==> config.mk <==
export PLATFORM = sky130hd
export DESIGN_NAME = network_div_seq_27s_11ns_16s
export DESIGN_NICKNAME = d
export VERILOG_FILES = /design/src/rtl/network_div_seq_27s_11ns_16s.sv
export SDC_FILE = /design/constraint.sdc
export NUM_CORES = 1
export LEC_CHECK = 0
export BUFFER_PORTS_ARGS = -buffer_cell sky130_fd_sc_hd__buf_2
export CORE_UTILIZATION = 25
export CTS_CLUSTER_DIAMETER = 100
export CTS_CLUSTER_SIZE = 10
export DETAILED_ROUTE_END_ITERATION = 8
export GPL_TIMING_DRIVEN = 1
export SYNTH_ARGS = -nofsm -noshare
export SYNTH_HDL_FRONTEND = slang
export SYNTH_SLANG_ARGS = --single-unit
==> constraint.sdc <==
create_clock -name clk -period 2.22 [get_ports clk]
set_input_delay 0.555 -clock clk [delete_from_list [all_inputs] [get_ports clk]]
set_output_delay 0.555 -clock clk [all_outputs]
set_load 0.01 [all_outputs]
==> src/rtl/network_div_seq_27s_11ns_16s.sv <==
// Restoring signed/unsigned divider: 27s / 11u -> 16s saturated quotient, 12s remainder.
// Latency: done pulses after enabled edge DIVIDEND_W+1 from the accepted start, every time.
// Backpressure: ce=0 freezes everything; start is ignored outside IDLE. NETWORK_DIV_ROUND_EN selects round-half-away.
module network_div_seq_27s_11ns_16s #(
    parameter int DIVIDEND_W = 27,
    parameter int DIVISOR_W  = 11,
    parameter int QUOT_W     = 16
) (
    input  logic                  clk,
    input  logic                  reset,
    input  logic                  ce,
    input  logic                  start,
    input  logic [DIVIDEND_W-1:0] dividend,
    input  logic [DIVISOR_W-1:0]  divisor,
    output logic                  busy,
    output logic                  done,
    output logic [QUOT_W-1:0]     quotient,
    output logic [DIVISOR_W:0]    remainder,
    output logic                  div_zero,
    output logic                  overflow
);

    localparam int CNT_W = $clog2(DIVIDEND_W);
    localparam logic [DIVIDEND_W:0] POS_MAX_MAG = (DIVIDEND_W+1)'((1 << (QUOT_W-1)) - 1);
    localparam logic [DIVIDEND_W:0] NEG_MAX_MAG = (DIVIDEND_W+1)'(1 << (QUOT_W-1));
    localparam logic [QUOT_W-1:0]   Q_MAX       = {1'b0, {(QUOT_W-1){1'b1}}};
    localparam logic [QUOT_W-1:0]   Q_MIN       = {1'b1, {(QUOT_W-1){1'b0}}};

    typedef enum logic [1:0] {
        S_IDLE,
        S_CALC,
        S_SIGN,
        S_DONE
    } state_t;

    state_t                 state_q, state_d;
    logic [CNT_W-1:0]       cnt_q;
    // Dividend magnitude shifts out of the top while quotient bits shift in at the bottom.
    logic [DIVIDEND_W-1:0]  dq_q;
    logic [DIVISOR_W:0]     rem_q;
    logic [DIVISOR_W-1:0]   dvs_q;
    logic                   neg_q;

    logic [DIVISOR_W:0]     shifted;
    logic [DIVISOR_W:0]     trial;
    logic                   qbit;
    logic [DIVISOR_W:0]     rem_nxt;

    logic                   round_up;
    logic [DIVIDEND_W:0]    mag;
    logic                   sat;
    logic [QUOT_W-1:0]      q_lo;
    logic [QUOT_W-1:0]      q_fin;
    logic [DIVISOR_W:0]     rem_fin;

    always_comb begin
        shifted = {rem_q[DIVISOR_W-1:0], dq_q[DIVIDEND_W-1]};
        qbit    = (shifted >= {1'b0, dvs_q});
        trial   = shifted - {1'b0, dvs_q};
        rem_nxt = qbit ? trial : shifted;
    end

    always_comb begin
`ifdef NETWORK_DIV_ROUND_EN
        round_up = ({rem_q, 1'b0} >= {2'b00, dvs_q});
`else
        round_up = 1'b0;
`endif
        mag   = {1'b0, dq_q} + (DIVIDEND_W+1)'(round_up);
        sat   = neg_q ? (mag > NEG_MAX_MAG) : (mag > POS_MAX_MAG);
        q_lo  = neg_q ? -mag[QUOT_W-1:0] : mag[QUOT_W-1:0];
        q_fin = q_lo;
        if (sat) begin
            q_fin = neg_q ? Q_MIN : Q_MAX;
        end
        rem_fin = neg_q ? -rem_q : rem_q;
    end

    always_ff @(posedge clk or negedge reset) begin
        if (!reset) begin
            state_q <= S_IDLE;
        end else if (ce) begin
            state_q <= state_d;
        end
    end

    always_comb begin
        state_d = state_q;
        case (state_q)
            S_IDLE: if (start) state_d = S_CALC;
            S_CALC: if (cnt_q == '0) state_d = S_SIGN;
            S_SIGN: state_d = S_DONE;
            S_DONE: state_d = S_IDLE;
            default: state_d = S_IDLE;
        endcase
    end

    always_ff @(posedge clk or negedge reset) begin
        if (!reset) begin
            cnt_q     <= '0;
            dq_q      <= '0;
            rem_q     <= '0;
            dvs_q     <= '0;
            neg_q     <= 1'b0;
            busy      <= 1'b0;
            done      <= 1'b0;
            quotient  <= '0;
            remainder <= '0;
            div_zero  <= 1'b0;
            overflow  <= 1'b0;
        end else if (ce) begin
            case (state_q)
                S_IDLE: begin
                    if (start) begin
                        // -2^(W-1) negates to 2^(W-1), which is exact as an unsigned W-bit value.
                        dq_q  <= dividend[DIVIDEND_W-1] ? -dividend : dividend;
                        neg_q <= dividend[DIVIDEND_W-1];
                        dvs_q <= divisor;
                        rem_q <= '0;
                        cnt_q <= CNT_W'(DIVIDEND_W - 1);
                        busy  <= 1'b1;
                    end
                end
                S_CALC: begin
                    dq_q  <= {dq_q[DIVIDEND_W-2:0], qbit};
                    rem_q <= rem_nxt;
                    if (cnt_q != '0) begin
                        cnt_q <= cnt_q - 1'b1;
                    end
                end
                S_SIGN: begin
                    done <= 1'b1;
                    if (dvs_q == '0) begin
                        quotient  <= neg_q ? Q_MIN : Q_MAX;
                        remainder <= '0;
                        div_zero  <= 1'b1;
                        overflow  <= 1'b0;
                    end else begin
                        quotient  <= q_fin;
                        remainder <= rem_fin;
                        div_zero  <= 1'b0;
                        overflow  <= sat;
                    end
                end
                S_DONE: begin
                    done <= 1'b0;
                    busy <= 1'b0;
                end
                default: begin
                    done <= 1'b0;
                    busy <= 1'b0;
                end
            endcase
        end
    end

endmodule

==> impl_metrics.env, run 1 <==
export IMPL_synth_edf_count=0
export IMPL_gr_total_overflow=0
export IMPL_crit_type="flop to flop"
export IMPL_skew_ns=0.01176
export IMPL_synthToLayoutAreaGrowth_pct=29.69
export IMPL_synthTopCellsByArea="dfrtp_1 (39%), xor2_1 (5.3%), o21ai_0 (5.3%), nand2_1 (4.9%), ha_1 (4.6%)"
export IMPL_slew_headroom_pct=65.77
export IMPL_cp_required_ns=2.49
export IMPL_io_pins=74
export IMPL_fin_util_pct=33.02
export IMPL_crit_chain="ha_4 > fa_2 > nor2b_4 > o21ai_2 > a31oi_1 > o31ai_2 > or3b_2 > o21ai_2"
export IMPL_rr_worst_depth=8
export IMPL_crit_top_cell="o21ai_2"
export IMPL_slew_violations=0
export IMPL_rsz0062_at_grt="yes"
export IMPL_worst_pin_slew_ns=0.5004
export IMPL_p_leak_nw=3.285
export IMPL_htree_levels=3
export IMPL_start_util_pct=25.46
export IMPL_max_stage_delay_ns=0.49
export IMPL_synth_seq_cells=90
export IMPL_synth_fp_nets=736
export IMPL_end_kind="flop"
export IMPL_grt_pass1_vias=5248
export IMPL_p_per_area_nw_per_um2=1400
export IMPL_core_area_um2=22640
export IMPL_whs_ns=0.1549
export IMPL_placed_area_um2=6983
export IMPL_portBuffers=73
export IMPL_detail_route_wl_per_cell_um=14.82
export IMPL_postCtsHoldBufs=0
export IMPL_path_clk_slew_ns=0.07
export IMPL_cts_sinks=90
export IMPL_die_y_um=153.8
export IMPL_critPathSlowestCell="or3b_2"
export IMPL_hold_path_class="input port to async pin"
export IMPL_finalCritPeriodShare_pct=101.8
export IMPL_period_minus_slack_ns=2.260
export IMPL_syn_cell_area_um2=5764
export IMPL_drive_gt1_share_pct=26.52
export IMPL_yosysWarnings=0
export IMPL_crit_fanout=3
export IMPL_cts_tree="done"
export IMPL_drt_first_pass_iters=4
export IMPL_synthesis_instances=672
export IMPL_post_drt_via_cell_ratio=4.916
export IMPL_place_detailed_hpwl_mm=12.28
export IMPL_ctsLongestPathBuffers=2
export IMPL_status="complete, but fails checks"
export IMPL_yosysTopAreaCellShare_pct=39.07
export IMPL_finalHoldViolations=0
export IMPL_finalInstanceArea_um2=7476
export IMPL_crit_path_start="dvs_q[0]"
export IMPL_gp_congestion=0.8092
export IMPL_reg2reg_to="rem_q[5]"
export IMPL_grtUsageTotal_pct=13.92
export IMPL_fill_cells=2310
export IMPL_num_rows=55
export IMPL_worstSetupEndpoint="rem_q[5]"
export IMPL_grt_start_max_net_pins=53
export IMPL_routed_wl_mm=16.20
export IMPL_fp_dieW_um=153.8
export IMPL_synth_distinct_cells=58
export IMPL_max_freq_mhz=442.6
export IMPL_synthArstFlopShare_pct=100.0
export IMPL_reg2reg_from="dvs_q[0]"
export IMPL_drt_iter0_drc=261
export IMPL_seq_area_frac_synth_pct=39.07
export IMPL_synthFlopType="dfrtp_1"
export IMPL_drc=0
export IMPL_clk_latency_ns=0.35
export IMPL_synth_top_cells_by_count="dfrtp_1 (90), nand2_1 (76), o21ai_0 (61)"
export IMPL_antenna_found_initial=4
export IMPL_drv_cap=0
export IMPL_ir_drop_mv=0.4904
export IMPL_ant_nets=0
export IMPL_synth_top_area_cell="dfrtp_1"
export IMPL_die_area_um2=23670
export IMPL_nets=866
export IMPL_violations="negative setup slack"
export IMPL_critPathArrivalTime_ns=2.53
export IMPL_numCtsBuffers=9
export IMPL_pre_cts_ws_ns=-0.3507
export IMPL_clockRootBuffer="clkbuf_16"
export IMPL_fin_ws_ns=-0.03957
export IMPL_yosysMostFrequentCell="dfrtp_1"
export IMPL_syn_area_per_cell_um2=8.578
export IMPL_vias=5373
export IMPL_r2r_slack_ns=-0.04
export IMPL_setup_violations=2
export IMPL_cp_start_kind="flop"
export IMPL_grt_pass1_wl_mm=26.57
layout make-up:
cell class,instances,area (um2),area share (%)
tap,285,356.6,4.770
multi-input combinational,509,3346,44.75
clock buffer,10,239.0,3.197
antenna,1,2.502,0.03347
timing repair buffer,163,1080,14.44
sequential,90,2253,30.14
inverter,29,108.9,1.456
clock inverter,6,90.09,1.205
worst min-delay path by stage:
stage | startpoint | depth (start not counted) | end
after floorplan | reset | 0 | busy
after global placement | quotient[13] | 2 | quotient[13]
after detailed placement | remainder[0] | 2 | remainder[0]
after CTS | reset | 1 | quotient[7]
after global routing | reset | 1 | quotient[7]
final | reset | 1 | quotient[7]
routing by layer:
layer  up-vias  GRT usage [%]  wire length [um]
met2        93          22.36              7459
li1       2705              -                 -
met3        13          3.157               819
met5         -              0                10
met4         2          4.857               187
met1      2560          18.31              7725
power by group:
part           total, W  internal (W)  switching, W
Clock           0.00168       0.00102      0.000668
Combinational   0.00572       0.00265       0.00308
Sequential      0.00306       0.00237      0.000689
repair_timing:
item / CTS / global route
pin swaps: 2 / 5
endpoints found under the setup margin: 24 / 27
gates cloned: 1 / 0
resized for setup: 9 / 30
setup buffers: 1 / 3
through the flow:
stage	power (W)	TNS (ns)	instances
after floorplan	0.006441	-0.4522	672
after global placement	0.008327	-4.696	1071
after detailed placement	0.008414	-5.088	1071
after CTS	0.01021	0	1089
after global routing	0.01135	-0.5301	1092
final	0.01047	-0.06752	1093
cell usage in the layout, fill, tap and decap left out, types with 4 or more instances in the layout:
cell	synthesis	final
ha_1	21	19
o31ai_2	3	5
nand2_1	76	76
nor3_1	14	13
xor2_1	35	35
a221oi_1	5	5
o21a_1	5	5
or4_1	6	6
xnor2_1	17	17
buf_4	0	86
nor4_1	10	9
a211oi_1	15	15
nor2_1	50	48
o31ai_1	16	14
dfrtp_1	90	89
mux2i_1	7	6
a221o_1	5	5
a21oi_1	36	35
nand2b_1	5	5
or3_1	13	12
a31oi_1	7	7
o21ai_1	0	4
nand3_1	20	19
o41ai_1	6	5
o22ai_1	11	11
buf_2	3	72
and3_1	10	9
a21o_1	5	5
clkbuf_16	0	9
inv_1	28	25
nand4_1	8	8
clkinvlp_4	0	4
o21ai_0	61	55
worst max-delay path: cells and delay by family, from the launching register on:
kind	cells	cell delay, ns
and+or+nand+nor	2	0.63
AOI/OAI and AO/OA	4	0.55
adders and majority gates	2	0.59
DFF	1	0.41
flip-flops by register name, indices dropped and copies added (netlist names), 2 cells and up:
name	cells
cnt_q	5
dq_q	27
dvs_q	11
quotient	16
rem_q	12
remainder	12
state_q	2
cell families after synthesis:
group,synth area share (%)
simple gates,18.86
mux,1.216
xor+xnor,7.901
compound gates,23.10
fa+ha+maj,4.906
flops,39.07
buf+inv,4.949
No activity file was read; power rests on OpenSTA's default activity.
==> inputs of run 2 (changes only) <==
- CORE_ASPECT_RATIO: default -> 0.75
- PLACE_DENSITY: default -> 0.43
==> run 2 against run 1 <==
Against the previous run:
- the flow still finishes with violations (negative setup slack)
- total power increased by 4.3%
- clock power about the same
- maximum frequency increased by 0.85%
- critical path type unchanged
- largest cell class unchanged
- core utilization increased by 1.1 points
- flip-flop and latch count unchanged
==> impl_metrics.env, run 2 (same netlist as run 1, synthesis figures left out) <==
export IMPL_gr_total_overflow=0
export IMPL_top_regs="dq_q: 27 flops, quotient: 16 flops"
export IMPL_portBuffers=73
export IMPL_p_per_area_nw_per_um2=1434
export IMPL_layout_common_cells="dfrtp_1 (89), buf_4 (88), nand2_1 (75)"
export IMPL_grt_start_max_net_pins=41
export IMPL_cp_required_ns=2.50
export IMPL_nets=868
export IMPL_cts_tree="done"
export IMPL_drt_iter0_drc=383
export IMPL_crit_chain="inv_2 > ha_4 > fa_2 > nor2b_4 > buf_4 > o31a_1 > o31a_1 > mux2i_1 > a2111o_1 > nand3_1"
export IMPL_skew_ns=0.006538
export IMPL_fin_util_pct=34.08
export IMPL_drv_cap=0
export IMPL_detail_route_wl_per_cell_um=16.88
export IMPL_slew_violations=0
export IMPL_top_register="dq_q"
export IMPL_end_kind="flop"
export IMPL_rsz0062_at_grt="yes"
export IMPL_place_detailed_hpwl_mm=14.10
export IMPL_drt_first_pass_iters=5
export IMPL_post_drt_via_cell_ratio=5.004
export IMPL_max_freq_mhz=446.3
export IMPL_crit_type="flop to flop"
export IMPL_final_common_cell="dfrtp_1"
export IMPL_diodes=0
export IMPL_fill_cells=2361
export IMPL_crit_top_cell="o31a_1"
export IMPL_period_minus_slack_ns=2.241
export IMPL_htree_levels=3
export IMPL_ir_drop_mv=0.5414
export IMPL_finalCritPeriodShare_pct=100.9
export IMPL_vias=5514
export IMPL_routed_wl_mm=18.61
export IMPL_grt_pass1_vias=5146
export IMPL_critPathArrivalTime_ns=2.52
export IMPL_grtUsageTotal_pct=15.86
export IMPL_finalHoldViolations=0
export IMPL_die_area_um2=23670
export IMPL_io_pins=74
export IMPL_p_leak_nw=3.342
export IMPL_ant_nets=0
export IMPL_finalInstanceArea_um2=7615
export IMPL_fp_dieW_um=177.3
export IMPL_ctsLongestPathBuffers=2
export IMPL_path_clk_slew_ns=0.07
export IMPL_placed_cells=1080
export IMPL_synthToLayoutAreaGrowth_pct=32.10
export IMPL_fin_cells=1102
export IMPL_drive_gt1_share_pct=28.47
export IMPL_pre_cts_ws_ns=-0.4021
export IMPL_cpLargestDelayFamily="compound AO/OA/AOI/OAI gates"
export IMPL_crit_fanout=2
export IMPL_grt_pass1_wl_mm=29.22
export IMPL_finalSetupTns_ns=-0.02060
export IMPL_critPathBufInv=2
export IMPL_clockRootBuffer="clkbuf_16"
export IMPL_start_util_pct=25.80
export IMPL_gp_congestion=0.8448
export IMPL_setup_violations=1
export IMPL_regArea_um2=2253
export IMPL_num_rows=47
export IMPL_critPathSlowestCell="dfrtp_1"
export IMPL_core_area_um2=22350
export IMPL_largest_reg_flops=27
export IMPL_multiInputGateArea_um2=3462
export IMPL_hold_path_class="input port to async pin"
export IMPL_violations="negative setup slack"
export IMPL_drc=0
export IMPL_clk_latency_ns=0.34
export IMPL_die_y_um=133.5
export IMPL_antenna_found_initial=0
export IMPL_numCtsBuffers=9
export IMPL_worst_pin_slew_ns=0.5118
export IMPL_slew_headroom_pct=65.00
export IMPL_cts_sinks=90
export IMPL_max_stage_delay_ns=0.39
export IMPL_fin_ws_ns=-0.02060
export IMPL_placed_area_um2=7007
export IMPL_cp_start_kind="flop"
export IMPL_status="complete, but fails checks"
run 2: cell types whose count changed in the layout (fill, tap and decap cells not counted), sizes merged:
cell      change
clkinvlp      -4
inv           +2
buf           +2
diode         -1
clkinv        +1
run 2: area by class of cell:
type / count / share of cell area (%)
Clock buffer: 10 / 3.138
Timing Repair Buffer: 165 / 14.41
Inverter: 29 / 1.430
Tap cell: 294 / 4.831
Clock inverter: 5 / 1.134
Multi-Input combinational cell: 509 / 45.47
Sequential cell: 90 / 29.59
run 2: final timing paths:
path | start | endpoint | slack [ns] | depth (start not counted)
worst min register to register | remainder[7] | remainder[7] | 0.48 | 2
worst min-delay path | reset | remainder[7] | 0.20 | 1
max in group asynchronous | reset | rem_q[0] | 1.42 | 2
min in group clk | divisor[0] | dvs_q[0] | 0.42 | 3
worst max register to register | dq_q[26] | rem_q[10] | -0.02 | 10
worst max-delay path | dq_q[26] | rem_q[10] | -0.02 | 10
run 2: metrics by stage:
| step | total power [W] | hold WS (ns) |
|---|---|---|
| 5_1_grt | 0.01180 | 0.2172 |
| 4_1_cts | 0.01051 | 0.2020 |
| 3_3_place_gp | 0.008494 | 0.4604 |
| 6_report | 0.01092 | 0.2027 |
| 2_1_floorplan | 0.006441 | 0.2594 |
| 3_5_place_dp | 0.008607 | 0.4685 |
run 2: where the power goes:
group	leakage (nW)	switching (W)	internal, W	total [W]
combinational	2.11	0.00336	0.00275	0.00612
clock	0.160	0.000682	0.00102	0.00170
sequential	1.08	0.000725	0.00237	0.00310
run 2: timing repair:
action,in CTS,in global routing
cloned,1,1
gates resized for setup,15,40
setup endpoints to repair,28,32
pin swaps,5,8
buffers inserted,3,2
hold buffers,0,0
run 2: metal layers:
layer	vias to the layer above	share of wire, %	track usage [%]	routed length, um
met4	0	0.43	3.086	80
met5	-	0	0	0
met1	2683	54	25.33	10080
li1	2712	-	-	-
met2	115	41	21.70	7656
met3	4	4.2	2.854	786
